--- config.mk ---
export PLATFORM = sky130hd
export DESIGN_NAME = nibbler_core
export DESIGN_NICKNAME = d
export VERILOG_FILES = /design/src/rtl/nibbler_pkg.sv /design/src/rtl/nibbler_call_stack.sv /design/src/rtl/nibbler_core.sv
export SDC_FILE = /design/constraint.sdc
export NUM_CORES = 1
export LEC_CHECK = 0
export CORE_MARGIN = 2
export CORE_UTILIZATION = 55
export CTS_CLUSTER_DIAMETER = 80
export DETAILED_ROUTE_END_ITERATION = 8
export MAX_ROUTING_LAYER = met4
export PLACE_DENSITY = 0.83
export SYNTH_ARGS = -nofsm -noshare
export SYNTH_HDL_FRONTEND = slang
export SYNTH_HIERARCHICAL = 1
export SYNTH_SLANG_ARGS = --single-unit
export TNS_END_PERCENT = 1
--- constraint.sdc ---
create_clock -name clk -period 3.55 [get_ports clk]
set_input_delay 1.065 -clock clk [delete_from_list [all_inputs] [get_ports clk]]
set_output_delay 1.065 -clock clk [all_outputs]
set_load 0.02 [all_outputs]
--- src/rtl/nibbler_pkg.sv ---
// Shared types for the nibbler core: opcodes, sequencer states and
// the width derivations used by every nibbler module.
package nibbler_pkg;

    typedef enum logic [3:0] {
        OP_JC, OP_JNC, OP_JZ, OP_JNZ,
        OP_JMP, OP_CALL, OP_RET, OP_LDI,
        OP_LD, OP_ST, OP_ADDI, OP_ADDM,
        OP_CMPI, OP_NANDI, OP_IN, OP_OUT
    } op_t;

    typedef enum logic [1:0] {
        S_FETCH, S_ADDR, S_MEMRD, S_EXEC
    } state_t;

    function automatic int rom_w(input int dw);
        return 4 + dw;
    endfunction

    function automatic int addr_w(input int dw);
        return dw + rom_w(dw);
    endfunction

endpackage

--- src/rtl/nibbler_call_stack.sv ---
// Return-address stack; push when full and pop when empty are ignored,
// the caller flags those as errors.
module nibbler_call_stack #(
    parameter int DEPTH = 4,
    parameter int WIDTH = 12
) (
    input  logic             clk,
    input  logic             reset,
    input  logic             push,
    input  logic             pop,
    input  logic [WIDTH-1:0] push_data,
    output logic             full,
    output logic             empty,
    output logic [WIDTH-1:0] data
);

    localparam int SP_W = $clog2(DEPTH + 1);
    localparam int IDX_W = (DEPTH > 1) ? $clog2(DEPTH) : 1;

    logic [SP_W-1:0]  sp;
    logic [WIDTH-1:0] mem [DEPTH];
    logic [IDX_W-1:0] wr_idx;
    logic [IDX_W-1:0] rd_idx;

    assign full   = (sp == SP_W'(DEPTH));
    assign empty  = (sp == '0);
    assign wr_idx = IDX_W'(sp);
    assign rd_idx = IDX_W'(sp - SP_W'(1));
    assign data   = mem[rd_idx];

    always_ff @(posedge clk) begin
        if (reset) begin
            sp <= '0;
        end else if (push && !full) begin
            sp <= sp + SP_W'(1);
        end else if (pop && !empty) begin
            sp <= sp - SP_W'(1);
        end
    end

    always_ff @(posedge clk) begin
        if (push && !full) begin
            mem[wr_idx] <= push_data;
        end
    end

endmodule

--- src/rtl/nibbler_core.sv ---
// Nibbler accumulator CPU: multi-cycle sequencer, ALU, I/O ports
// and a hardware return stack.
module nibbler_core
    import nibbler_pkg::*;
#(
    parameter int DATA_W = 4,
    parameter int N_IN = 3,
    parameter int N_OUT = 3,
    parameter int STACK_DEPTH = 4,
    localparam int ROM_W = rom_w(DATA_W),
    localparam int ADDR_W = addr_w(DATA_W)
) (
    input  logic                    clk,
    input  logic                    reset,
    output logic [ADDR_W-1:0]       rom_addr,
    input  logic [ROM_W-1:0]        rom_data,
    output logic [ADDR_W-1:0]       ram_addr,
    output logic                    ram_we,
    output logic                    ram_re,
    output logic [DATA_W-1:0]       ram_wdata,
    input  logic [DATA_W-1:0]       ram_rdata,
    input  logic [N_IN*DATA_W-1:0]  in_port,
    output logic [N_OUT*DATA_W-1:0] out_port,
    output logic [N_OUT-1:0]        out_strobe,
    output logic [DATA_W-1:0]       acc,
    output logic                    carry,
    output logic                    zero,
    output logic [1:0]              stk_err
);

    state_t              state, state_d;
    op_t                 op;
    logic [DATA_W-1:0]   opnd;
    logic [ADDR_W-1:0]   pc, target;
    logic [DATA_W-1:0]   acc_q;
    logic                c_q, z_q;
    logic [1:0]          err_q;
    logic [N_OUT*DATA_W-1:0] out_q;
    logic [N_OUT-1:0]    strobe_q;

    logic [DATA_W-1:0]   in_val, addend, nand_v;
    logic [DATA_W:0]     sum;
    logic                taken;
    logic                stk_push, stk_pop, stk_full, stk_empty;
    logic [ADDR_W-1:0]   stk_data;
    op_t                 fetch_op;

    assign fetch_op = op_t'(rom_data[ROM_W-1:DATA_W]);

    always_comb begin
        state_d = state;
        unique case (state)
            S_FETCH: begin
                case (fetch_op)
                    OP_LDI, OP_ADDI, OP_CMPI, OP_NANDI,
                    OP_IN, OP_OUT, OP_RET: state_d = S_EXEC;
                    default:               state_d = S_ADDR;
                endcase
            end
            S_ADDR: begin
                if (op == OP_LD || op == OP_ADDM) state_d = S_MEMRD;
                else                              state_d = S_EXEC;
            end
            S_MEMRD: state_d = S_EXEC;
            S_EXEC:  state_d = S_FETCH;
            default: state_d = S_FETCH;
        endcase
    end

    always_comb begin
        in_val = '0;
        for (int i = 0; i < N_IN; i++) begin
            if (opnd == DATA_W'(i)) in_val = in_port[i*DATA_W +: DATA_W];
        end
        addend = (op == OP_ADDM) ? ram_rdata : opnd;
        sum    = {1'b0, acc_q} + {1'b0, addend};
        nand_v = ~(acc_q & opnd);
        case (op)
            OP_JC:   taken = c_q;
            OP_JNC:  taken = !c_q;
            OP_JZ:   taken = z_q;
            OP_JNZ:  taken = !z_q;
            OP_JMP:  taken = 1'b1;
            default: taken = 1'b0;
        endcase
    end

    assign stk_push = !reset && state == S_EXEC && op == OP_CALL;
    assign stk_pop  = !reset && state == S_EXEC && op == OP_RET;

    nibbler_call_stack #(
        .DEPTH(STACK_DEPTH),
        .WIDTH(ADDR_W)
    ) u_stack (
        .clk      (clk),
        .reset    (reset),
        .push     (stk_push),
        .pop      (stk_pop),
        .push_data(pc),
        .full     (stk_full),
        .empty    (stk_empty),
        .data     (stk_data)
    );

    always_ff @(posedge clk) begin
        if (reset) begin
            state    <= S_FETCH;
            op       <= OP_JC;
            opnd     <= '0;
            pc       <= '0;
            target   <= '0;
            acc_q    <= '0;
            c_q      <= 1'b0;
            z_q      <= 1'b0;
            err_q    <= 2'b00;
            out_q    <= '0;
            strobe_q <= '0;
        end else begin
            state    <= state_d;
            strobe_q <= '0;
            unique case (state)
                S_FETCH: begin
                    op   <= fetch_op;
                    opnd <= rom_data[DATA_W-1:0];
                    pc   <= pc + 1'b1;
                end
                S_ADDR: begin
                    target <= {opnd, rom_data};
                    pc     <= pc + 1'b1;
                end
                S_MEMRD: ;
                S_EXEC: begin
                    case (op)
                        OP_JC, OP_JNC, OP_JZ, OP_JNZ, OP_JMP: begin
                            if (taken) pc <= target;
                        end
                        OP_CALL: begin
                            pc <= target;
                            if (stk_full) err_q[0] <= 1'b1;
                        end
                        OP_RET: begin
                            if (stk_empty) err_q[1] <= 1'b1;
                            else           pc <= stk_data;
                        end
                        OP_LDI: begin
                            acc_q <= opnd;
                            z_q   <= (opnd == '0);
                        end
                        OP_LD: begin
                            acc_q <= ram_rdata;
                            z_q   <= (ram_rdata == '0);
                        end
                        OP_ADDI, OP_ADDM: begin
                            acc_q <= sum[DATA_W-1:0];
                            c_q   <= sum[DATA_W];
                            z_q   <= (sum[DATA_W-1:0] == '0);
                        end
                        OP_CMPI: begin
                            c_q <= (acc_q >= opnd);
                            z_q <= (acc_q == opnd);
                        end
                        OP_NANDI: begin
                            acc_q <= nand_v;
                            z_q   <= (nand_v == '0);
                        end
                        OP_IN: begin
                            acc_q <= in_val;
                            z_q   <= (in_val == '0);
                        end
                        OP_OUT: begin
                            for (int i = 0; i < N_OUT; i++) begin
                                if (opnd == DATA_W'(i)) begin
                                    out_q[i*DATA_W +: DATA_W] <= acc_q;
                                    strobe_q[i] <= 1'b1;
                                end
                            end
                        end
                        default: ;
                    endcase
                end
                default: ;
            endcase
        end
    end

    // Strobes are masked by reset so an in-flight access never lands.
    assign ram_we     = !reset && state == S_EXEC && op == OP_ST;
    assign ram_re     = !reset && state == S_MEMRD;
    assign rom_addr   = pc;
    assign ram_addr   = target;
    assign ram_wdata  = acc_q;
    assign acc        = acc_q;
    assign carry      = c_q;
    assign zero       = z_q;
    assign stk_err    = err_q;
    assign out_port   = out_q;
    assign out_strobe = strobe_q;

endmodule

==> results of run 1 <==
-- registers in the layout, summed over array words and instances (netlist names) --
name and flops:
op 4, out_port 12, u_stack/sp 3, rom_addr 12, stk_err 2, ram_addr 12, acc 4, out_strobe 3
carry 1, opnd 4, zero 1, state 2, u_stack/mem 48
-- metrics by stage --
step | instance area, um^2 | std cells
after floorplan | 5451 | 519
after global placement | 6267 | 703
after detailed placement | 6267 | 703
after CTS | 6482 | 719
after global routing | 6482 | 719
final | 6482 | 719
-- worst register-to-register path, cell delays in order (launching register included) --
cell and delay, ns:
dfxtp_1 0.34, nor2b_1 0.36, nand3_1 0.28, mux2_2 0.34
ha_1 0.21, fa_1 0.46, or4_1 0.54, nor2_1 0.10
a2111oi_0 0.07, nor3_1 0.20
-- per-layer routing --
metal	vias to the layer above	share of wire	GRT usage
met4	0	0.023	0.09073
met2	180	0.49	0.4219
met1	1974	0.41	0.3050
li1	2006	-	-
met3	26	0.067	0.04594
met5	-	0	-
-- cell usage in the layout (no fill, tap or decap), drive strengths merged, types with 4 or more instances in the layout --
cell type	n
mux4	12
a21o	5
clkdlybuf4s50	77
nor2b	10
a211oi	7
buf	10
a221oi	4
nor2	57
mux2i	36
clkbuf	13
nand3	15
edfxtp	48
a21oi	26
nand2	43
a31oi	8
o21ai	24
ha	25
or3	5
nor3	14
and2	6
a21boi	6
dfxtp	60
mux2	6
inv	16
nor4	4
-- layout make-up --
cell class                      instances  area (um^2)
Clock inverter                          3        43.79
Sequential cell                       108         2643
Multi-Input combinational cell        359         2555
Timing Repair Buffer                   87        843.3
Tap cell                              133        166.4
Inverter                               16        60.06
Fill cell                             769         3202
Clock buffer                           13        171.4
-- Yosys cell counts, drive strengths merged (7+ instances only) --
| library cell | n |
|---|---|
| dfxtp | 60 |
| a31oi | 8 |
| nor3 | 14 |
| inv | 16 |
| a211oi | 7 |
| o21ai | 24 |
| mux2i | 36 |
| nor2 | 57 |
| a21oi | 26 |
| nand3 | 15 |
| mux4 | 12 |
| nand2 | 43 |
| ha | 25 |
| nor2b | 10 |
| clkbuf | 15 |
| edfxtp | 48 |
| buf | 21 |
-- final timing paths --
| check | start | end | depth (start not counted) |
|---|---|---|---|
| hold / removal | stk_err[1] | stk_err[1] | 2 |
| setup reg to reg | op[1] | zero | 9 |
| hold reg to reg | stk_err[1] | stk_err[1] | 2 |
| setup / recovery | reset | ram_we | 5 |
-- kinds of logic (layout without fill, tap and decap cells) --
logic type | Yosys count | count (layout)
XOR/XNOR | 5 | 5
AND/OR/NAND/NOR | 170 | 170
multiplexers | 54 | 54
buffers and inverters | 52 | 119
flip-flops | 108 | 108
AO/OA/AOI/OAI | 104 | 104
adder cells (fa/ha/maj) | 26 | 26
-- where the power goes --
part / internal (mW) / switching, mW / total, mW / leakage, nW
Sequential: 1.38 / 0.130 / 1.51 / 0.930
Combinational: 0.382 / 0.508 / 0.891 / 1.31
Clock: 0.392 / 0.401 / 0.793 / 0.112
==> out/metrics.csv, run 1 <==
metric,value,unit
ios,79,
critPathKind,input pin to output pin,
post_synth.cell_area_avg,10.50,um^2
drive_gt1_frac,0.08874,
clk_pin_slew,0.10,ns
synth-adder-area-share,0.06105,
tightest_slew,0.8053,ns
synth_compound_area_frac,0.1251,
power,3.198,mW
ys_seq_area_frac,0.4847,
dieArea,10720,um^2
synth_nets,571,
clkSinkCount,108,
dieWidth,103.6,um
wire_per_inst,18.02,um
synth_top_family_by_area,simple AND/OR/NAND/NOR gates,
dpl_worst_slack,0.1055,ns
synth_area_leaders,"edfxtp_1 26%, dfxtp_1 22%, mux2i_1 6.6%",
fin_nets,633,
grt_pass1_vias,4158,
vias_per_cell,5.822,
crit_buf_inv,3,
startpoint_type,input pin,
critical_path.slowest_cell,clkdlybuf4s50_1,
whs,0.4760,ns
grt_start_max_net_pins,61,
finalWirelength,12.96,mm
drcViolationCount,0,
yosysWarnings,6,
synth-edff-count,48,
endpoint_kind,output pin,
fmax,0.2917,GHz
drtIter0Drc,266,
synth_top_area_frac,0.2644,
coreArea,9684,um^2
clock_skew,0.01601,ns
leakagePower,2.350,nW
synthesis.area,5451,um^2
reg2reg_slack,0.57,ns
ant_nets,0,
area_growth,18.91,%
synth_mux_area_frac,0.1281,
worstPathRequired,2.48,ns
crit_family,buffers and inverters,
cts_setup_buffers,0,
start_util,0.5629,
cts.path.max_buffers,2,
clk_latency,0.37,ns
worst_slack,0.1223,ns
synthArstFlopShare,0,
vias,4186,
cts_tree,built,
row_count,36,
hold_class,flop to flop,
grt_setup_unrepaired,false,
grt_overflow,0,
slew_headroom,0.4631,
worstPathMaxFanout,3,
antenna_found_initial,0,
h-tree-depth,3,
dr.pass1.iters,7,
period_share,0.9655,
antenna_cells,0,
crit_chain,buf_2 -> inv_1 -> nand2_1 -> nor4_1 -> clkdlybuf4s50_1,
finalWorstPathRequiredPeriod,3.428,ns
finalSetupViolations,0,
finalSetupTns,0,ns
slew_viol_final,0,
fin_util,0.6694,
cts-root-buf,clkbuf_8,
synthSimpleGateAreaFrac,0.1464,
finalHoldViolations,0,
hold_buffers,0,
dpl.hpwl,9.047,mm
cts_resized,0,
power_density,493.4,nW/um^2
critical-path-max-stage-delay,0.69,ns
syn_inst,519,
grt_usage,0.2510,
synth_ff_type,dfxtp_1,
maxCapViolations,0,
place_congestion,0.9639,
die_y,103.6,um
io_buffers,78,
status,finished clean,
grt_pass1_wl,20.99,mm
irDropWorstVdd,329.1,uV
yosysTopAreaCell,edfxtp_1,
cts-buffers-inserted,9,
ys_types,59,
critical_path_arrival,2.36,ns
synthXorXnorAreaFrac,0.008033,
ys_seq_elements,108,
Note: power is estimated with default switching activity, not from simulation.
==> run 2: changes to the inputs <==
Settings changed: CORE_MARGIN 2 to default, SLEW_MARGIN from default to 20.
==> run 2 against run 1 <==
Net effect: global-route usage increased by 2.1 points; clock-buffer cell count decreased by 3; register-to-register slack better by 0.11 ns; core utilization is 1.6 points higher; highest routed layer unchanged; flip-flop and latch count did not move; largest power group unchanged.
==> out/metrics.csv, run 2 (same netlist as run 1, synthesis figures left out) <==
metric,value,unit
tightest_slew,0.7780,ns
area_growth,18.45,%
grt_overflow,0,
power_switching,1.077,mW
grt_pass1_wl,20.37,mm
fin_nets,634,
leakagePower,2.341,nW
reg2reg_slack,0.68,ns
irDropWorstVdd,313.4,uV
dieWidth,101.6,um
hold_class,flop to flop,
drtIter0Drc,236,
maxCapViolations,0,
vias_per_cell,5.855,
drive_gt1_frac,0.09029,
row_count,35,
h-tree-depth,3,
final_cell_area,6457,um^2
ant_nets,0,
finalWirelength,12.87,mm
finalSetupTns,0,ns
dpl.hpwl,9.023,mm
grt_pass1_vias,4006,
clock_skew,0.01024,ns
regMostFlops,u_stack/mem,
worstPathRequired,2.48,ns
hold_path_end,stk_err[1],
grt_setup_unrepaired,false,
place_congestion,0.9394,
wire_per_inst,17.97,um
power_density,483.6,nW/um^2
coreArea,9415,um^2
grt_usage,0.2717,
cts.path.max_buffers,2,
worst_slack,0.1752,ns
clk_latency,0.38,ns
hold_buffers,0,
status,finished clean,
layout_commonest_cell,clkdlybuf4s50_1,
cts_resized,0,
rr_endpoint,zero,
drcViolationCount,0,
antenna_cells,0,
final_cell_mix,"77 x clkdlybuf4s50_1, 60 x dfxtp_1, 57 x nor2_1",
cts-buffers-inserted,9,
clk_pin_slew,0.11,ns
grt_start_max_net_pins,61,
cts_tree,built,
vias,4192,
slew_viol_final,0,
dieArea,10310,um^2
die_y,101.6,um
dr.pass1.iters,5,
power_frac_seq,0.484,
reg2reg_depth,9,
dpl_cell_area,6270,um^2
start_util,0.5790,
dpl_worst_slack,0.07855,ns
startpoint_type,input pin,
switching_share,0.3450,
period_share,0.9506,
p_comb_frac,0.283,
cts-root-buf,clkbuf_8,
p_int,2.046,mW
largest_reg_flops,48,
pwr-share-clk,0.232,
clkSinkCount,108,
io_buffers,78,
finalHoldViolations,0,
ios,79,
critPathKind,input pin to output pin,
cts_setup_buffers,0,
hp-start,stk_err[1],
worstPathMaxFanout,3,
antenna_found_initial,0,
finalSetupViolations,0,
critical_path_arrival,2.31,ns
fin_util,0.6858,
min_path_cells,2,
r2r_start,op[3],
slew_headroom,0.4814,
endpoint_kind,output pin,
finalWorstPathRequiredPeriod,3.375,ns
fmax,0.2963,GHz
==> run 2: changes by cell type in the layout (fill, tap and decap cells not counted) <==
cell	change
clkbuf_8	-1
bufinv_16	-1
clkinv_2	-1
inv_8	+3
clkbuf_16	-1
clkbuf_2	-1
inv_6	+2
buf_4	+1
==> run 2: final cells by class <==
| cell class | count | area, um^2 |
|---|---|---|
| fill | 710 | 2958 |
| sequential | 108 | 2643 |
| multi-input combinational | 359 | 2555 |
| timing repair buffer | 88 | 850.8 |
| tap | 129 | 161.4 |
| clock buffer | 10 | 127.6 |
| clock inverter | 6 | 60.06 |
| inverter | 16 | 60.06 |
==> run 2: through the flow <==
step	total power [mW]	cells	hold slack, ns
finish	3.123	716	0.4700
floorplan	2.126	519	0.4941
global route	3.285	716	0.5167
global placement	2.385	700	0.4609
detailed placement	2.409	700	0.4619
CTS	3.132	716	0.4776
==> run 2: metal layers <==
layer	wire length [um]	GRT usage	up-vias
li1	-	-	2008
met1	5335	0.3448	2006
met2	6574	0.4465	152
met3	661	0.03313	26
met4	294	0.1014	0
met5	0	-	-
==> run 2: worst max path at each step <==
stage	startpoint	end	slack [ns]	cells after the start
after global placement	ram_rdata[0]	zero	0.17	8
final	reset	ram_we	0.18	5
after detailed placement	ram_rdata[0]	zero	0.08	9
after CTS	reset	ram_we	0.17	5
after global routing	reset	ram_we	0.13	5
after floorplan	reset	ram_we	0.66	3
==> run 2: worst max-delay path: stages <==
cell	delay, ns
buf_2	0.12
inv_1	0.08
nand2_1	0.09
nor4_1	0.29
clkdlybuf4s50_1	0.67
==> run 2: power by group through the flow <==
stage                     registers [mW]  clock network [mW]  logic [mW]
after floorplan                     1.54                   0       0.591
after global placement              1.53                   0       0.854
after detailed placement            1.54                   0       0.872
after CTS                           1.51               0.743       0.880
after global routing                1.53               0.794       0.962
final                               1.51               0.725       0.885
